`src/rtl/dmem_port_arbiter.sv`:
```
// Two-port arbiter for a single-ported data memory: core port c has default
// priority, debug port d is protected from starvation by an aging counter.
module dmem_port_arbiter #(
   parameter int DATA_W   = 32,
   parameter int ADDR_W   = 9,
   parameter int RD_LAT   = 1,
   parameter int MAX_WAIT = 4
) (
   input  logic              clk,
   input  logic              reset,
   input  logic              c_req,
   input  logic              c_we,
   input  logic [ADDR_W-1:0] c_addr,
   input  logic [DATA_W-1:0] c_wdata,
   output logic              c_gnt,
   output logic              c_stall,
   output logic              c_rvalid,
   output logic [DATA_W-1:0] c_rdata,
   input  logic              d_req,
   input  logic              d_we,
   input  logic [ADDR_W-1:0] d_addr,
   input  logic [DATA_W-1:0] d_wdata,
   output logic              d_gnt,
   output logic              d_rvalid,
   output logic [DATA_W-1:0] d_rdata,
   output logic              mem_wr,
   output logic              mem_rd,
   output logic [ADDR_W-1:0] mem_addr,
   output logic [DATA_W-1:0] mem_wr_data,
   input  logic [DATA_W-1:0] mem_rd_data,
   output logic [15:0]       conflict_cnt
);

   logic [2:0]        wait_cnt;
   logic [RD_LAT-1:0] pipe_vld;
   logic [RD_LAT-1:0] pipe_own;   // 1 = read belongs to port d
   logic              d_wins;
   logic              ret_vld;

   // NOTE: every signal assigned here gets a default first so no latch is inferred.
   always_comb begin
      d_wins      = d_req & (~c_req | (int'(wait_cnt) >= MAX_WAIT));
      c_gnt       = ~reset & c_req & ~d_wins;
      d_gnt       = ~reset & d_wins;
      c_stall     = c_req & ~c_gnt;
      mem_wr      = 1'b0;
      mem_rd      = 1'b0;
      mem_addr    = '0;
      mem_wr_data = '0;
      if (c_gnt) begin
         mem_wr      = c_we;
         mem_rd      = ~c_we;
         mem_addr    = c_addr;
         mem_wr_data = c_wdata;
      end else if (d_gnt) begin
         mem_wr      = d_we;
         mem_rd      = ~d_we;
         mem_addr    = d_addr;
         mem_wr_data = d_wdata;
      end
   end

   // Returns landing while reset is held belong to reads issued before reset.
   always_comb begin
      ret_vld  = pipe_vld[RD_LAT-1] & ~reset;
      c_rvalid = ret_vld & ~pipe_own[RD_LAT-1];
      d_rvalid = ret_vld & pipe_own[RD_LAT-1];
      c_rdata  = c_rvalid ? mem_rd_data : '0;
      d_rdata  = d_rvalid ? mem_rd_data : '0;
   end

   // NOTE: state registers use non-blocking assignments so every flop samples pre-edge values.
   always_ff @(posedge clk) begin
      if (reset) begin
         wait_cnt     <= '0;
         conflict_cnt <= '0;
         pipe_vld     <= '0;
         pipe_own     <= '0;
      end else begin
         if (d_gnt || !d_req)
            wait_cnt <= '0;
         else if (wait_cnt != 3'd7)
            wait_cnt <= wait_cnt + 3'd1;

         if (c_req && d_req && conflict_cnt != 16'hFFFF)
            conflict_cnt <= conflict_cnt + 16'd1;

         pipe_vld[0] <= mem_rd;
         pipe_own[0] <= d_gnt;
         for (int i = 1; i < RD_LAT; i++) begin
            pipe_vld[i] <= pipe_vld[i-1];
            pipe_own[i] <= pipe_own[i-1];
         end
      end
   end

endmodule
```
`config.mk`:
```
export PLATFORM = sky130hd
export DESIGN_NAME = dmem_port_arbiter
export DESIGN_NICKNAME = d
export VERILOG_FILES = /design/src/rtl/dmem_port_arbiter.sv
export SDC_FILE = /design/constraint.sdc
export NUM_CORES = 1
export LEC_CHECK = 0
export CORE_AREA = 4 4 93 95
export CTS_BUF_LIST = sky130_fd_sc_hd__clkbuf_8
export CTS_CLUSTER_DIAMETER = 100
export DETAILED_ROUTE_END_ITERATION = 6
export DIE_AREA = 0 0 97 99
export GPL_TIMING_DRIVEN = 0
export PLACE_DENSITY = 0.84
export SLEW_MARGIN = 10
export SYNTH_ARGS = -nofsm -noshare
export SYNTH_HDL_FRONTEND = slang
export SYNTH_SLANG_ARGS = --single-unit
```
`constraint.sdc`:
```
create_clock -name clk -period 4.9 [get_ports clk]
set_input_delay 0.98 -clock clk [delete_from_list [all_inputs] [get_ports clk]]
set_output_delay 0.98 -clock clk [all_outputs]
set_load 0.005 [all_outputs]
```
==> impl_results.md <==
- Status: finished, final reports clean
- Final period utilization: 87.6%
- Port Buf Inserts: 247
- Clock Latency Late Sink: 0.26 ns
- Die height: 99 µm
- Final min period: 4.29 ns
- CP required: 3.92 ns
- Top FF cell, synth: dfxtp_1
- Initial antenna violation count: 0
- GR Util met1: 22.0%
- Postcts setup bufs: 0
- Root Buffer: clkbuf_8
- Clock power share: 21.8%
- Worst vdd ir: 0.0806 mV
- Crit path kind: input pin to primary output
- Post-synth EDFFs: 0
- Area delta synth->final: 137%
- Fin nets: 617
- Vias: 2910
- Peak Freq: 233 MHz
- Final slew viol count: 0
- Slew margin rel.: 58.3%
- Global routing usage on met2: 40.0%
- H-tree depth: 1
- Die footprint: 0.00960 mm²
- Clock tree buffer depth: 2
- Busiest grt layer: met2
- DRC Markers: 0
- Critical Path Fanout Max: 10
- CTS tree: done
- Post-synth top area share: 21.8%
- Synth warn: 0
- Crit-path cells: clkdlybuf4s50_1, inv_1, a211oi_2, clkbuf_1, inv_1, o22ai_1, clkdlybuf4s50_1
- Share of total power in sequential cells: 34.2%
- Logic pwr share: 44.0%
- WHS: 0.544 ns
- Gr usage total: 21.1%
- Startpoint Class: input pin
- Synth top area cells: dfxtp_1, and2_1, a22o_1
- Yosys top cell by area: dfxtp_1
- First-pass GRT wire length: 16300 µm
- Register area share after synthesis: 21.8%
- CP endpoint kind: primary output
- Pin count of the biggest net entering global routing: 12
- RSZ-0062 raised after global routing: false
- DP Wirelength: 9570 µm
- Power Density: 112 mW/mm²
- Arrival @ worst endpoint: 3.31 ns
- Row count: 32
- Yosys cell types: 40
- Die width: 97 µm
- Post-CTS Resized: 0
- Final Power: 0.512 mW
- Ant. Diodes: 0
- CTS buffer count: 3
- Mapped Area: 0.00193 mm²
- Most instantiated library cell after synthesis: and2_1
- Clk slew on worst S/H paths: 0.07 ns
- P_leak: 1.69 nW
- Cells after Synth: 242
- Initial DRC count: 66
- Cts hold-fix bufs: 0
- Slew @ Worst Pin: 0.623 ns
- Syn_nets: 365
- Switch share: 24.5%
- Vias/cell: 4.89
- Worst Clk Skew: 0.00262 ns
- Starting Density: 24.9%
- Share of cells above drive strength 1: 1.83%
- Grt ovf: 0
- CORE AREA: 0.00773 mm²
- Int Power: 0.386 mW
- Final WL: 10900 µm
- Final setup viols: 0
- Vias in the first global route: 3057
- CTS Sinks: 21
- #FFs+latches synth: 21
- I/O Pins: 248
- Final Hold Viols: 0
- Net Sw Power: 0.126 mW
- Slowest stage cell, crit path: clkdlybuf4s50_1
- Mean post-synth cell area: 7.96 µm²
- Max cap viols: 0
- Ys async rst share: 0%
- Drt first pass iters: 4
- Post-DR wirelength/cell: 18.3 µm
- Post-synth top cells: and2_1, a22o_1, dfxtp_1
- Hold Path Class: register to register
- Met3 Resource Use GR: 6.02%
- Slowest stage delay, CP: 0.55 ns
- ANT nets after route: 0
- Routability cong.: 0.862
- Final setup TNS: 0 ns
[state kept, by name, summed over array words and instances, names as in the netlist]
signal and flops:
conflict_cnt 16, wait_cnt 3, pipe_own 1, pipe_vld 1
[worst paths after layout]
check                                        end  depth (start not counted)  slack [ns]             start
worst min-delay path            conflict_cnt[11]                          2        0.54  conflict_cnt[11]
worst max register to register   conflict_cnt[6]                          6        2.94   conflict_cnt[1]
worst max-delay path                      mem_rd                          7        0.61             c_req
worst min register to register  conflict_cnt[11]                          2        0.54  conflict_cnt[11]
[kinds of logic (layout without fill, tap and decap cells)]
family                   Yosys count  count (layout)  share of synthesized area (%)
AND/OR/NAND/NOR                  113             113                           37.8
AO/OA/AOI/OAI                     74              74                           30.4
buffers and inverters             27             278                           6.11
flip-flops                        21              21                           21.8
adder cells (fa/ha/maj)            3               3                           1.95
XOR/XNOR                           2               2                          0.910
multiplexers                       2               2                           1.04
[per-stage QoR]
step	cell area (µm²)	instances	worst slack, ns	util, %
after floorplan	1930	242	1.94	-
after CTS	4570	595	0.551	59.1
after detailed placement	4530	591	0.557	58.6
after global placement	4530	591	0.559	58.6
final	4570	595	0.608	59.1
after global routing	4570	595	0.342	59.1
[power by group through the flow]
stage | combinational (mW) | sequential [mW] | clock [mW]
2_1_floorplan | 0.0509 | 0.178 | 0
3_3_place_gp | 0.223 | 0.179 | 0
3_5_place_dp | 0.226 | 0.179 | 0
4_1_cts | 0.227 | 0.175 | 0.115
5_1_grt | 0.239 | 0.175 | 0.122
6_report | 0.225 | 0.175 | 0.112
[routing by layer]
metal  share of wire, %  wire, µm
met3                7.8       851
met1                 35      3830
met2                 53      5800
met5                  0         0
met4                3.7       403
[critical path, delay by kind of cell]
family | cells | cell delay, ns
AOI/OAI and AO/OA | 2 | 0.62
buffers and inverters | 5 | 1.71
[layout by cell type (no fill, tap or decap), types with 3 or more instances in the layout]
cell type	synthesis	layout
nand3_1	5	5
nor3_1	3	3
and4_1	3	3
a22o_1	42	42
clkbuf_8	0	3
nor2_1	4	4
or3_1	3	3
nor4_1	4	4
inv_1	8	9
nand4_1	4	4
nand2_1	6	6
and3_1	3	3
o31ai_1	6	6
ha_1	3	3
dfxtp_1	21	21
clkdlybuf4s50_1	0	247
a21oi_1	10	10
o21ai_0	4	4
or4_1	6	6
and2_1	65	65
clkbuf_1	16	16
[layout make-up]
type                            count  area (µm²)
Buffer                             19        87.6
Fill cell                         673        3160
Timing Repair Buffer              247        2470
Inverter                            8        30.0
Sequential cell                    21         420
Tap cell                          102         128
Clock inverter                      1        3.75
Clock buffer                        3        41.3
Multi-Input combinational cell    194        1390
(Power assumes the default switching activity.)
